`src/rtl/mult_booth_seq.sv`:
```
// -----------------------------------------------------------------------------
// mult_booth_seq
// Multi-cycle signed multiplier using radix-4 modified Booth recoding. Two
// multiplier bits are retired per cycle. The low WIDTH bits of the product and
// a signed-overflow flag are held in registers, and a one-cycle ready pulse
// marks the cycle in which they become valid.
//
// Ports:
//   clock           rising-edge clock
//   reset_n         asynchronous active-low reset
//   ctrl_MULT       start pulse; operands are sampled on the same edge
//   data_operandA   multiplicand, two's complement
//   data_operandB   multiplier, two's complement
//   data_result     low WIDTH bits of the product (registered, held)
//   data_exception  product does not fit in WIDTH signed bits (registered, held)
//   data_resultRDY  one-cycle pulse, result valid
//   busy            high while iterating
// -----------------------------------------------------------------------------
module mult_booth_seq #(
  parameter int WIDTH = 32,
  parameter int ITERS = WIDTH / 2
) (
  input  logic             clock,
  input  logic             reset_n,
  input  logic             ctrl_MULT,
  input  logic [WIDTH-1:0] data_operandA,
  input  logic [WIDTH-1:0] data_operandB,
  output logic [WIDTH-1:0] data_result,
  output logic             data_exception,
  output logic             data_resultRDY,
  output logic             busy
);

  localparam int HW    = WIDTH + 2;       // accumulator half width
  localparam int PW    = 2 * WIDTH + 3;   // {acc, multiplier, guard bit}
  localparam int CNT_W = $clog2(ITERS);

  typedef enum logic [1:0] {IDLE, RUN, DONE} state_t;

  state_t                 state_q,  state_d;
  logic [CNT_W-1:0]       cnt_q,    cnt_d;
  logic signed [HW-1:0]   a_q,      a_d;
  logic signed [PW-1:0]   p_q,      p_d;
  logic [WIDTH-1:0]       result_q, result_d;
  logic                   exc_q,    exc_d;
  logic                   rdy_q,    rdy_d;
  logic                   busy_q,   busy_d;

  logic [2:0]             trip;
  logic [HW-1:0]          mult;
  logic                   neg;
  logic [HW-1:0]          sum;
  logic signed [PW-1:0]   p_step;
  logic [WIDTH:0]         prod_top;

  // Booth digit selection: negative multiples are formed as the bitwise
  // inverse, with the +1 supplied as carry-in to the accumulator add.
  always_comb begin
    trip = p_q[2:0];
    mult = '0;
    neg  = 1'b0;
    case (trip)
      3'b001, 3'b010: mult = a_q;
      3'b011:         mult = a_q <<< 1;
      3'b100:         begin mult = ~(a_q <<< 1); neg = 1'b1; end
      3'b101, 3'b110: begin mult = ~a_q;         neg = 1'b1; end
      default:        mult = '0;
    endcase
    sum    = p_q[PW-1:WIDTH+1] + mult + {{(HW-1){1'b0}}, neg};
    p_step = $signed({sum, p_q[WIDTH:0]}) >>> 2;
  end

  // Next-state logic. A start is honoured in every state; in RUN it aborts the
  // current operation, in DONE it overlaps the ready pulse of the finishing one.
  always_comb begin
    state_d  = state_q;
    cnt_d    = cnt_q;
    a_d      = a_q;
    p_d      = p_q;
    result_d = result_q;
    exc_d    = exc_q;
    if (ctrl_MULT) begin
      a_d     = {{2{data_operandA[WIDTH-1]}}, data_operandA};
      p_d     = {{(WIDTH+2){1'b0}}, data_operandB, 1'b0};
      cnt_d   = '0;
      state_d = RUN;
    end else begin
      case (state_q)
        RUN: begin
          p_d   = p_step;
          cnt_d = cnt_q + 1'b1;
          if (cnt_q == CNT_W'(ITERS - 1)) state_d = DONE;
        end
        DONE:    state_d = IDLE;
        default: state_d = IDLE;
      endcase
    end
    // After the final shift the product sits one bit up, above the leftover
    // multiplier sign bit, so product bit k is register bit k+1.
    prod_top = p_d[2*WIDTH:WIDTH];
    if (state_d == DONE) begin
      result_d = p_d[WIDTH:1];
      exc_d    = !((&prod_top) || !(|prod_top));
    end
    rdy_d  = (state_d == DONE);
    busy_d = (state_d == RUN);
  end

  always_ff @(posedge clock or negedge reset_n) begin
    if (!reset_n) begin
      state_q  <= IDLE;
      cnt_q    <= '0;
      a_q      <= '0;
      p_q      <= '0;
      result_q <= '0;
      exc_q    <= 1'b0;
      rdy_q    <= 1'b0;
      busy_q   <= 1'b0;
    end else begin
      state_q  <= state_d;
      cnt_q    <= cnt_d;
      a_q      <= a_d;
      p_q      <= p_d;
      result_q <= result_d;
      exc_q    <= exc_d;
      rdy_q    <= rdy_d;
      busy_q   <= busy_d;
    end
  end

  assign data_result    = result_q;
  assign data_exception = exc_q;
  assign data_resultRDY = rdy_q;
  assign busy           = busy_q;

endmodule

```
`config.mk`:
```
export PLATFORM = sky130hd
export DESIGN_NAME = mult_booth_seq
export DESIGN_NICKNAME = d
export VERILOG_FILES = /design/src/rtl/mult_booth_seq.sv
export SDC_FILE = /design/constraint.sdc
export NUM_CORES = 1
export LEC_CHECK = 0
export ABC_AREA = 1
export ABC_CLOCK_PERIOD_IN_PS = 4100
export BUFFER_PORTS_ARGS = -buffer_cell sky130_fd_sc_hd__buf_2
export CORE_UTILIZATION = 44
export DETAILED_ROUTE_END_ITERATION = 6
export PLACE_DENSITY = 0.62
export RECOVER_POWER = 25
export SLEW_MARGIN = 20
export SYNTH_ARGS = -nofsm -noshare
export SYNTH_HDL_FRONTEND = slang
export SYNTH_SLANG_ARGS = --single-unit
```
`constraint.sdc`:
```
create_clock -name clock -period 4.1 [get_ports clock]
set_input_delay 0.205 -clock clock [delete_from_list [all_inputs] [get_ports clock]]
set_output_delay 0.205 -clock clock [all_outputs]
set_load 0.05 [all_outputs]
```
-- Yosys cells after proc, flatten, opt, wreduce, memory -nomap -nowiden
Cells that the tools add are included.
- $add $sub $neg: 3
- equal/unequal tests: 10
- muxes and demuxes: 9
- bitwise operators: 2
- reductions and logical operators: 9
- operators with widths (cell ; number):
    $pmux W34 S4 ; 1
    $mux W67 ; 2
    $add A34 B1 Y34 ; 1
    $add A34 B34 Y34 ; 1
    $not A32 Y34 ; 1
    $not A33 Y34 ; 1
    $reduce_and A33 Y1 ; 1
    $reduce_or A33 Y1 ; 1
    $eq A3 B3 Y1 const B ; 3
    $mux W4 ; 2
    $eq A3 B2 Y1 const B ; 2
    $mux W2 ; 3
    $add A4 B1 Y4 const B ; 1
    $eq A2 B1 Y1 const B ; 2
    $eq A4 B4 Y1 const B ; 1
    $reduce_or A2 Y1 ; 2
    $eq A3 B1 Y1 const B ; 1
    $reduce_or A3 Y1 ; 1
    $eq A2 B2 Y1 const B ; 1
    $logic_not A1 Y1 ; 2
    $reduce_bool A2 Y1 ; 1
    $logic_or A1 B1 Y1 ; 1
    $mux W1 ; 1
- register bits after elaboration: 140
- input port bits: 67
- output and inout bits: 35
- logic and storage cells: 42

-- Logic depth before layout (Yosys ltp)
Gate-level depths: netlist of run 1.
- word-level depth: 11
- gate-level depth with buffers: 29

-- Worst setup path before layout of run 1
Ideal clock, no wire load.
- kind: register -> register
- start: register p_q[1]
- end: register exc_q (netlist: data_exception)
- arrival: 3286 ps
- required time: 3982 ps
- slack: 696 ps
- cell stages (with the launch flop): 30
- buffers on the path: 2
- period minus slack after synthesis: 3404 ps
- path through: dfrtp_1 > nor2_1 > nor2_1 > inv_1 > nor2_1 > clkbuf_1 > clkbuf_1 > nand2_1 > o211ai_1 > fa_1 > inv_1 > fa_1 > inv_1 > nand3_1 > nand2_2 > nand2_1 > nand2_2 > nand2_1 > nand2_1 > nand2_1 > nand2_1 > nand2_1 > nand3_1 > nand2_1 > nor2_1 > nand2_1 > nor2_1 > nand3_1 > nand3_1 > nand2_1
- longest elaborated chain between the ends: 11
- RTL lines (what ; line ; RTL):
    from (decl) ; 43 ; logic signed [PW-1:0] p_q, p_d;
    from (signal assigned) ; 123 ; p_q <= p_d;
    $eq A3 B3 Y1 (tied with other cells) ; 62 ; case (trip)
    $reduce_or A2 Y1 ; 62 ;
    $pmux W34 S4 ; 62 ;
    $add A34 B34 Y34 ; 69 ; sum = p_q[PW-1:WIDTH+1] + mult + {{(HW-1){1'b0}}, neg};
    $add A34 B1 Y34 * ; 69 ;
    $mux W67 * ; 88 ; case (state_q)
    $mux W67 * ; 82 ; if (ctrl_MULT) begin
    $reduce_or A33 Y1 ; 103 ; exc_d = !((&prod_top) || !(|prod_top));
    $logic_not A1 Y1 ; 103 ;
    $logic_or A1 B1 Y1 * ; 103 ;
    $logic_not A1 Y1 * ; 103 ;
    to (signal assigned) ; 116 ; exc_q <= 1'b0;
    to (signal assigned) ; 125 ; exc_q <= exc_d;
    to (decl) ; 45 ; logic exc_q, exc_d;
Mark *: on every way between the ends. The rest lies on a longest branch, timed or not. The select of a mux whose other input is x is not followed.
A chain may end at the register's enable or synchronous reset.

-- Worst setup path after layout of run 1
- start: register p_q[0]
- end: register exc_q (netlist: data_exception)
The elaborated chain is that of the path after synthesis.

==> results of run 1 <==
[through the flow]
stage               hold WS, ns  std cells   util
finish                  0.00858       1827  0.532
global route            0.00477       1827  0.532
CTS                    0.000450       1827  0.532
detailed placement        0.372       1758  0.487
global placement          0.369       1758  0.487
floorplan               -0.0906       1412      -
[placed cells by master, fill, tap and decap left out, types with 4 or more instances in the layout]
| cell type | instances |
|---|---|
| sky130_fd_sc_hd__nor2_4 | 4 |
| sky130_fd_sc_hd__nor3_1 | 5 |
| sky130_fd_sc_hd__inv_1 | 184 |
| sky130_fd_sc_hd__nand3_1 | 74 |
| sky130_fd_sc_hd__o21bai_1 | 5 |
| sky130_fd_sc_hd__inv_6 | 6 |
| sky130_fd_sc_hd__buf_2 | 99 |
| sky130_fd_sc_hd__buf_4 | 10 |
| sky130_fd_sc_hd__ha_1 | 33 |
| sky130_fd_sc_hd__nand3_2 | 8 |
| sky130_fd_sc_hd__nor2_1 | 118 |
| sky130_fd_sc_hd__a21oi_1 | 23 |
| sky130_fd_sc_hd__nand2_4 | 4 |
| sky130_fd_sc_hd__nand2_2 | 22 |
| sky130_fd_sc_hd__nand2_1 | 584 |
| sky130_fd_sc_hd__dfrtp_1 | 139 |
| sky130_fd_sc_hd__a221oi_1 | 29 |
| sky130_fd_sc_hd__nor2_2 | 7 |
| sky130_fd_sc_hd__o211ai_1 | 5 |
| sky130_fd_sc_hd__clkbuf_16 | 17 |
| sky130_fd_sc_hd__nand4_1 | 13 |
| sky130_fd_sc_hd__inv_2 | 12 |
| sky130_fd_sc_hd__dlygate4sd3_1 | 37 |
| sky130_fd_sc_hd__o21ai_0 | 42 |
| sky130_fd_sc_hd__inv_8 | 5 |
| sky130_fd_sc_hd__o221ai_1 | 28 |
| sky130_fd_sc_hd__nand3b_1 | 4 |
| sky130_fd_sc_hd__and2_1 | 4 |
[sequential cells by signal (all words and copies together) (netlist names)]
name / cells
data_resultRDY: 1
data_result: 32
a_q: 32
state_q: 2
p_q: 66
data_exception: 1
busy: 1
cnt_q: 4
[report_power, final]
group,switching (mW),internal [mW]
Clock,0.705,0.871
Sequential,0.164,1.59
Combinational,1.83,0.913
Total,2.70,3.38
[layout make-up]
type	instances	area share
multi-input combinational	1031	0.449
sequential	139	0.311
timing repair buffer	152	0.0892
clock buffer	17	0.0381
clock inverter	15	0.0150
inverter	198	0.0667
tap	275	0.0308
[path summary, 6_finish.rpt]
path | end | slack [ns] | from | cells after the start
worst max-delay path | data_exception$_DFFE_PN0P_ | 0.40 | p_q[0]$_DFFE_PN0P_ | 27
worst min-delay path | p_q[12]$_DFF_PN0_ | 0.009 | data_operandB[11] | 3
worst max register to register | data_exception$_DFFE_PN0P_ | 0.40 | p_q[0]$_DFFE_PN0P_ | 27
worst min register to register | cnt_q[3]$_DFFE_PN0P_ | 0.47 | cnt_q[3]$_DFFE_PN0P_ | 1
max in group asynchronous | p_q[34]$_DFF_PN0_ | 1.53 | reset_n | 3
min in group asynchronous | a_q[24]$_DFFE_PN0P_ | 1.05 | reset_n | 2
[logic make-up (layout without fill, tap and decap cells)]
group	Yosys count	after routing	share of synthesized area
compound gates	141	141	0.103
fa+ha+maj	35	35	0.0481
xor+xnor	1	1	0.000930
simple gates	854	854	0.380
flops	139	139	0.369
buf+inv	242	382	0.0982
[timing repair]
item                      in CTS  in global routing
setup buffers                  0                  0
hold endpoints to repair     127                  0
hold buffers                  37                  0
[worst max-delay path, stage by stage (launching register included)]
cell and delay, ns:
sky130_fd_sc_hd__dfrtp_1 0.39, sky130_fd_sc_hd__nand2_1 0.10, sky130_fd_sc_hd__inv_1 0.07, sky130_fd_sc_hd__nor2_2 0.09
sky130_fd_sc_hd__buf_4 0.29, sky130_fd_sc_hd__nand2_1 0.09, sky130_fd_sc_hd__o211ai_1 0.12, sky130_fd_sc_hd__fa_1 0.35
sky130_fd_sc_hd__inv_1 0.08, sky130_fd_sc_hd__fa_1 0.41, sky130_fd_sc_hd__inv_1 0.12, sky130_fd_sc_hd__nand3_1 0.11
sky130_fd_sc_hd__nand2_2 0.13, sky130_fd_sc_hd__nand2_1 0.09, sky130_fd_sc_hd__nand2_2 0.10, sky130_fd_sc_hd__nand2_1 0.07
sky130_fd_sc_hd__nand2_1 0.11, sky130_fd_sc_hd__nand2_1 0.08, sky130_fd_sc_hd__nand2_1 0.06, sky130_fd_sc_hd__nand2_1 0.05
sky130_fd_sc_hd__nand3_1 0.08, sky130_fd_sc_hd__nand2_1 0.08, sky130_fd_sc_hd__nor2_1 0.11, sky130_fd_sc_hd__nand2_1 0.06
sky130_fd_sc_hd__nor2_1 0.10, sky130_fd_sc_hd__nand3_1 0.08, sky130_fd_sc_hd__nand3_1 0.08, sky130_fd_sc_hd__nand2_1 0.05
[routing by layer]
| metal | part of all wire | GRT usage | vias to the layer above |
|---|---|---|---|
| li1 | - | - | 4732 |
| met1 | 0.48 | 0.389 | 4287 |
| met2 | 0.45 | 0.444 | 268 |
| met3 | 0.056 | 0.0531 | 35 |
| met4 | 0.016 | 0.0691 | 0 |
| met5 | 0 | 0 | - |
==> reports/summary.txt, run 1 <==
run status - finished with violations
violations in the final reports - max-capacitance violations, max-slew violations
Post-synth top flop - sky130_fd_sc_hd__dfrtp_1
final hold violation count - 0
vias after detailed routing - 9322
type of the worst setup path - register to register
Initial DRC Count - 749
Final Wtd Congestion - 0.914
die outline width - 148 um
library cell with the highest instance count after synthesis - sky130_fd_sc_hd__nand2_1
share of cells above drive strength 1 - 0.137
half-perimeter wire length after placement - 21.6 mm
y dimension of the die - 148 um
average via count per standard cell - 5.10
clock network latency to the later pin of the worst-skew pair - 0.43 ns
proportion of netlist area held by the largest area contributor - 0.369
Placement Setup Slack - 0.414 ns
Synth Net Count - 1514
overall power of the completed layout - 6.07 mW
synthesized area - 9420 um2
Max Freq - 270 MHz
area of the core region - 21000 um2
number of clock sinks seen by CTS - 139
placed cell areas - 10200 um2
leak pwr - 6.27 nW
Fill cells - 2107
PD cells - 543 nW/um2
unrepaired setup endpoints after global routing - no
layout net count - 1641
wire length of the first global-routing pass - 47.3 mm
sum of routed wire length over all layers - 28.9 mm
global route overflow - 0
accumulated negative setup slack - 0 ns
path type of the worst min-delay path - input port to register
Die ar. - 22000 um2
fraction of synthesis flops using an asynchronous set or reset pin - 1.00
post-synthesis instance total - 1412
clk buf depth - 2
number of buffers created by CTS - 17
slew at the pin with the worst max-slew slack - 2.47 ns
number of I/O port buffers - 101
layout-stage area growth over the synthesis result - 18.7%
dominant cell type by area after synthesis - sky130_fd_sc_hd__dfrtp_1
arrival time at the worst endpoint - 4.01 ns
TritonCTS clock tree - built
MaxCap Viol Count - 2
antenna fix cells - 0
Pre-antenna DRT Iters - 5
Sequential Area - 3480 um2
number of slew-limit violations in the final report - 138
count of endpoints failing setup in the final report - 0
number of flops mapped to enable cells by yosys - 0
required time of the critical path - 4.41 ns
post-route clock skew - 0.0134 ns
element type at the critical path start - register
antenna violations before repair - 0
Clock Tree Root - sky130_fd_sc_hd__clkbuf_16
post-route cell area - 11200 um2
commonest cells in the synthesized netlist - sky130_fd_sc_hd__nand2_1 (584), sky130_fd_sc_hd__inv_1 (183), sky130_fd_sc_hd__dfrtp_1 (139)
Seq/Total Area, Yosys - 0.369
Min Clock Period, post-route - 3.70 ns
Initial Utilization - 0.448
number of register bits inferred by synthesis - 139
vias in the first global route - 8973
peak ir drop on the vdd network - 0.000294 V
Final period util - 0.902
multi-input gate area in the final layout - 5020 um2
worst slew margin relative to its limit - -0.647
Final ANT Viol Nets - 0
maximum number of pins on one net before global-route repair - 94
clock-pin slew on the worst setup and hold paths - 0.07 ns
Avg WL per Cell - 15.8 um
Unique masters post-synth - 41
H-tree depth - 4
Mapped Avg Cell Area - 6.67 um2
site row count - 53
Critical Path Fanout Max - 29
I/O pin total - 102
drt drc - 0
sort of element at the end of the critical path - register
post-CTS sizing - 0
Setup WS post-layout - 0.401 ns
largest cells by area after synthesis - sky130_fd_sc_hd__dfrtp_1 (37%), sky130_fd_sc_hd__nand2_1 (23%), sky130_fd_sc_hd__inv_1 (7.3%), sky130_fd_sc_hd__nor2_1 (4.8%), sky130_fd_sc_hd__ha_1 (4.4%)
Synth Warn # - 0
total routing usage reported by global routing - 0.279
Power figures use the tool's default switching activity.
==> run 2: changes to the inputs <==
--- a/config.mk
+++ b/config.mk
@@ -6,7 +6,7 @@
 export NUM_CORES = 1
 export LEC_CHECK = 0
 export ABC_AREA = 1
-export ABC_CLOCK_PERIOD_IN_PS = 4100
+export ABC_CLOCK_PERIOD_IN_PS = 3500
 export BUFFER_PORTS_ARGS = -buffer_cell sky130_fd_sc_hd__buf_2
 export CORE_UTILIZATION = 44
 export DETAILED_ROUTE_END_ITERATION = 6
==> constraint.sdc (replaced) <==
create_clock -name clock -period 3.5 [get_ports clock]
set_input_delay 0.175 -clock clock [delete_from_list [all_inputs] [get_ports clock]]
set_output_delay 0.175 -clock clock [all_outputs]
set_load 0.05 [all_outputs]
==> run 2 against run 1 <==
The run ends with max-capacitance violations, max-slew violations, negative setup slack left. Wire length grew 10%. Cell count up 7.9%. Clock-buffer cell count increased by 1. Worst hold slack worse by 0.00085 ns. Setup slack worse by 0.47 ns. Maximum frequency rose by 3.5%.
==> reports/summary.txt, run 2 (synthesis gave the netlist of run 1 again) <==
number of buffers created by CTS - 17
clock-pin slew on the worst setup and hold paths - 0.07 ns
y dimension of the die - 148 um
met2 track utilization from global routing - 0.470
leak pwr - 6.98 nW
MaxCap Viol Count - 1
count of endpoints failing setup in the final report - 1
half-perimeter wire length after placement - 23.0 mm
path type of the worst min-delay path - input port to register
TritonCTS clock tree - built
clk buf depth - 2
met3 Resource Use GR - 0.0577
Die ar. - 22000 um2
element type at the critical path start - register
max FFs per register - 66
total routing usage reported by global routing - 0.295
GR Util met1 - 0.392
layout net count - 1786
Initial Utilization - 0.448
die outline width - 148 um
wire length of the first global-routing pass - 49.8 mm
Pre-antenna DRT Iters - 6
unrepaired setup endpoints after global routing - yes
vias after detailed routing - 10079
final hold violation count - 0
Setup WS post-layout - -0.0723 ns
sort of element at the end of the critical path - register
layout-stage area growth over the synthesis result - 33.7%
global route overflow - 0
peak-usage layer in the global routing report - met2
post-route clock skew - 0.0117 ns
Max Freq - 280 MHz
required time of the critical path - 3.81 ns
maximum number of pins on one net before global-route repair - 80
Final Wtd Congestion - 0.941
slew at the pin with the worst max-slew slack - 2.04 ns
Initial DRC Count - 768
number of I/O port buffers - 101
share of cells above drive strength 1 - 0.230
antenna violations before repair - 1
Final ANT Viol Nets - 0
peak ir drop on the vdd network - 0.000375 V
type of the worst setup path - register to register
Final period util - 1.02
vias in the first global route - 9625
run status - finished with violations
sum of routed wire length over all layers - 31.9 mm
Fill cells - 1932
number of slew-limit violations in the final report - 79
site row count - 53
Avg WL per Cell - 16.2 um
I/O pin total - 102
clock network latency to the later pin of the worst-skew pair - 0.43 ns
antenna fix cells - 0
Clock Tree Root - sky130_fd_sc_hd__clkbuf_16
area of the core region - 21000 um2
worst slew margin relative to its limit - -0.360
PD cells - 647 nW/um2
arrival time at the worst endpoint - 3.88 ns
accumulated negative setup slack - -0.0723 ns
register name with the most flops - p_q
drt drc - 0
Critical Path Fanout Max - 6
violations in the final reports - max-capacitance violations, max-slew violations, negative setup slack
commonest non-fill, non-tap cell in the layout - sky130_fd_sc_hd__nand2_1
H-tree depth - 4
hold slack final - 0.00773 ns
Min Clock Period, post-route - 3.57 ns
most frequent cells in the layout - sky130_fd_sc_hd__nand2_1 (575), sky130_fd_sc_hd__inv_1 (182), sky130_fd_sc_hd__dfrtp_1 (139)
average via count per standard cell - 5.11
number of clock sinks seen by CTS - 139
==> run 2: critical path, stage by stage, from the launching register on <==
cell and delay, ns:
sky130_fd_sc_hd__dfrtp_1 0.41, sky130_fd_sc_hd__nor2_1 0.11, sky130_fd_sc_hd__inv_1 0.08, sky130_fd_sc_hd__nor2_4 0.23
sky130_fd_sc_hd__buf_12 0.16, sky130_fd_sc_hd__nand2_1 0.05, sky130_fd_sc_hd__o211ai_1 0.11, sky130_fd_sc_hd__fa_2 0.26
sky130_fd_sc_hd__inv_1 0.06, sky130_fd_sc_hd__fa_2 0.37, sky130_fd_sc_hd__inv_2 0.08, sky130_fd_sc_hd__buf_4 0.11
sky130_fd_sc_hd__nand3_2 0.07, sky130_fd_sc_hd__nand2_2 0.11, sky130_fd_sc_hd__nand2_1 0.08, sky130_fd_sc_hd__nand2_2 0.10
sky130_fd_sc_hd__buf_4 0.11, sky130_fd_sc_hd__nand2_1 0.04, sky130_fd_sc_hd__nand2_1 0.09, sky130_fd_sc_hd__a21boi_1 0.09
sky130_fd_sc_hd__nor2_1 0.10, sky130_fd_sc_hd__nand2_1 0.07, sky130_fd_sc_hd__nor2_1 0.10, sky130_fd_sc_hd__nand3_1 0.10
sky130_fd_sc_hd__nor2_2 0.12, sky130_fd_sc_hd__nand3_1 0.09, sky130_fd_sc_hd__nand3_1 0.07, sky130_fd_sc_hd__nand2_1 0.05
==> run 2: final timing paths <==
kind / start / endpoint / slack (ns) / cells after the start
worst min register to register: data_result[18]$_DFFE_PN0P_ / data_result[18]$_DFFE_PN0P_ / 0.48 / 2
worst max register to register: p_q[2]$_DFF_PN0_ / data_exception$_DFFE_PN0P_ / -0.07 / 27
max in group asynchronous: reset_n / p_q[29]$_DFF_PN0_ / 1.42 / 2
worst max-delay path: p_q[2]$_DFF_PN0_ / data_exception$_DFFE_PN0P_ / -0.07 / 27
min in group asynchronous: reset_n / p_q[60]$_DFF_PN0_ / 0.87 / 2
worst min-delay path: data_operandB[1] / p_q[2]$_DFF_PN0_ / 0.008 / 3
==> run 2: layout make-up <==
type | instances | area (um2) | area share
Clock inverter | 14 | 154 | 0.0122
Timing Repair Buffer | 297 | 2220 | 0.176
Sequential cell | 139 | 3480 | 0.276
Clock buffer | 18 | 439 | 0.0349
Tap cell | 275 | 344 | 0.0273
Multi-Input combinational cell | 1031 | 5210 | 0.414
Inverter | 198 | 746 | 0.0592
==> run 2: what timing repair did <==
item,in CTS,in global routing
endpoints found under the setup margin,1,4
hold buffers,57,0
gates resized for setup,17,60
gates cloned,0,2
endpoints found under the hold margin,134,0
buffers inserted,2,12
pin swaps,4,32
==> run 2: where the power goes <==
part           internal [mW]  switching (mW)
sequential              1.87           0.208
clock                   1.03           0.798
combinational           1.83            2.42
==> run 2: layer usage <==
| layer | wire, um | up-vias |
|---|---|---|
| met5 | 0 | - |
| li1 | - | 5030 |
| met3 | 2040 | 57 |
| met2 | 14400 | 338 |
| met1 | 14500 | 4654 |
| met4 | 967 | 0 |
==> run 2: stage by stage <==
stage | area (um2) | utilization | power, mW | setup WS (ns) | instances
5_1_grt | 12600 | 0.599 | 8.71 | -0.302 | 1972
6_report | 12600 | 0.599 | 8.15 | -0.0723 | 1972
4_1_cts | 12300 | 0.585 | 7.88 | -0.0271 | 1958
2_1_floorplan | 9420 | - | 4.31 | 0.0963 | 1412
3_3_place_gp | 11100 | 0.527 | 5.91 | -0.190 | 1867
3_5_place_dp | 11100 | 0.527 | 5.94 | -0.191 | 1867
==> run 3: changes to the inputs <==
==> constraint.sdc (replaced) <==
create_clock -name clock -period 3.5 [get_ports clock]
set_input_delay 0.7 -clock clock [delete_from_list [all_inputs] [get_ports clock]]
set_output_delay 0.7 -clock clock [all_outputs]
set_load 0.05 [all_outputs]
==> run 3 against run 2 <==
The flow still finishes with violations (max-capacitance violations, max-slew violations, negative setup slack). First-iteration DRC count is 7.6% higher. Worst hold slack better by 0.46 ns. Cell count is 2.6% lower. Register-to-register slack better by 0.05 ns. Critical endpoint unchanged.
==> reports/summary.txt, run 3 (synthesis gave the netlist of run 1 again) <==
run status - finished with violations
violations in the final reports - max-capacitance violations, max-slew violations, negative setup slack
type of the worst setup path - register to register
Final Wtd Congestion - 0.976
commonest non-fill, non-tap cell in the layout - sky130_fd_sc_hd__nand2_1
path type of the worst min-delay path - register to register
layout net count - 1735
number of slew-limit violations in the final report - 75
max FFs per register - 66
combinational power share - 0.524
CP cell instances - nor2_2, nor2_2, inv_2, nor2_4, clkbuf_16, a221oi_1, o21ai_0, ha_1, nand2_1, buf_4, nor2_2, and2_2, nand3_2, nand4_1, nand3_1, nand2_2, nand2_1, nor2_1, nand2_1, nor2_1, nand3_1, nand3_1, nand2_1
Critical Path Fanout Max - 5
CP max stage delay - 0.43 ns
share of cells above drive strength 1 - 0.260
number of buffers created by CTS - 17
peak ir drop on the vdd network - 0.000397 V
clk buf depth - 2
power spent charging and discharging nets - 3.55 mW
maximum number of pins on one net before global-route repair - 75
Initial DRC Count - 826
Die ar. - 22000 um2
element type at the critical path start - register
Clock Tree Root - sky130_fd_sc_hd__clkbuf_16
H-tree depth - 4
wire length of the first global-routing pass - 47.0 mm
TritonCTS clock tree - built
Placement Setup Slack - -0.0995 ns
register name with the most flops - p_q
portion of total power attributed to sequential cells - 0.247
accumulated negative setup slack - -0.0222 ns
Avg WL per Cell - 15.7 um
placed cell areas - 11100 um2
Initial Utilization - 0.448
clock network fraction of design power - 0.228
post-layout util - 0.582
CP max stage cell - sky130_fd_sc_hd__ha_1
GR Util met1 - 0.380
Setup WS post-layout - -0.0222 ns
post-route clock skew - 0.00997 ns
number of I/O port buffers - 101
post-route cell area - 12200 um2
sum of routed wire length over all layers - 30.2 mm
die outline width - 148 um
met3 Resource Use GR - 0.0521
overall power of the completed layout - 8.42 mW
Post-Layout Cell Count - 1921
Int Pwr - 4.87 mW
PD cells - 688 nW/um2
sort of element at the end of the critical path - register
number of placed instances with taps included - 1864
slew at the pin with the worst max-slew slack - 1.96 ns
clock-pin slew on the worst setup and hold paths - 0.07 ns
y dimension of the die - 148 um
drt drc - 0
met2 track utilization from global routing - 0.443
most frequent cells in the layout - sky130_fd_sc_hd__nand2_1 (558), sky130_fd_sc_hd__inv_1 (176), sky130_fd_sc_hd__dfrtp_1 (139)
Max Freq - 284 MHz
FF-to-FF setup slack - -0.02 ns
Final ANT Viol Nets - 0
half-perimeter wire length after placement - 22.5 mm
final hold violation count - 0
global route overflow - 0
arrival time at the worst endpoint - 3.84 ns
vias after detailed routing - 9813
number of hold buffers added after cts - 0
vias in the first global route - 9095
average via count per standard cell - 5.11
Min Clock Period, post-route - 3.52 ns
hold slack final - 0.467 ns
required time of the critical path - 3.82 ns
antenna violations before repair - 0
clock network latency to the later pin of the worst-skew pair - 0.43 ns
number of clock sinks seen by CTS - 139
site row count - 53
I/O pin total - 102
antenna fix cells - 0
MaxCap Viol Count - 1
Pre-antenna DRT Iters - 5
switching power as a share of total power - 0.422
count of endpoints failing setup in the final report - 1
leak pwr - 6.80 nW
worst slew margin relative to its limit - -0.308
cell type with the highest occurrence count on the critical path - sky130_fd_sc_hd__nand2_1
area of the core region - 21000 um2
cell family contributing the most delay on the critical path - simple AND/OR/NAND/NOR gates
peak-usage layer in the global routing report - met2
unrepaired setup endpoints after global routing - yes
total routing usage reported by global routing - 0.276
Final period util - 1.01
layout-stage area growth over the synthesis result - 29.9%
worst path buffer plus inverter count - 3
==> run 3: cell types whose count changed in the layout (fill, tap and decap cells not counted), sizes merged <==
cell	before	now
clkinv	4	5
inv	203	205
bufinv	1	2
clkinvlp	4	1
dlygate4sd3	57	0
buf	237	242
==> run 3: power groups by stage <==
| stage | combinational, mW | clock, mW | sequential [mW] |
|---|---|---|---|
| floorplan | 2.28 | 0 | 2.03 |
| global placement | 3.80 | 0 | 2.08 |
| detailed placement | 3.83 | 0 | 2.09 |
| CTS | 3.89 | 1.94 | 2.06 |
| global route | 4.84 | 2.01 | 2.11 |
| finish | 4.42 | 1.92 | 2.08 |
==> run 3: final timing paths <==
check                                     start                    endpoint  cells past startpoint
max in group asynchronous               reset_n          a_q[1]$_DFFE_PN0P_                      2
hold / removal             cnt_q[3]$_DFFE_PN0P_        cnt_q[3]$_DFFE_PN0P_                      1
setup / recovery             p_q[0]$_DFFE_PN0P_  data_exception$_DFFE_PN0P_                     23
hold reg to reg            cnt_q[3]$_DFFE_PN0P_        cnt_q[3]$_DFFE_PN0P_                      1
setup reg to reg             p_q[0]$_DFFE_PN0P_  data_exception$_DFFE_PN0P_                     23
min in group asynchronous               reset_n         a_q[26]$_DFFE_PN0P_                      1
==> run 3: final cells by class <==
cell class / instances / area [um2]
multi-input cells: 1031 / 5360
clock buffers: 17 / 425
well taps: 275 / 344
repair buffers: 246 / 1680
clock inverters: 15 / 196
flip-flops and latches: 139 / 3480
fillers: 2018 / 8790
inverters: 198 / 749
==> run 3: per-layer routing <==
metal / part of all wire / wire [um]
met3: 0.065 / 1970
met5: 0 / 0
met4: 0.019 / 565
met1: 0.46 / 13800
met2: 0.46 / 13900
==> run 3: repair_timing <==
item / CTS / global route
setup endpoints to repair: 1 / 1
buffers inserted: 3 / 20
cloned: 0 / 2
pin swaps: 4 / 54
resized for setup: 9 / 109
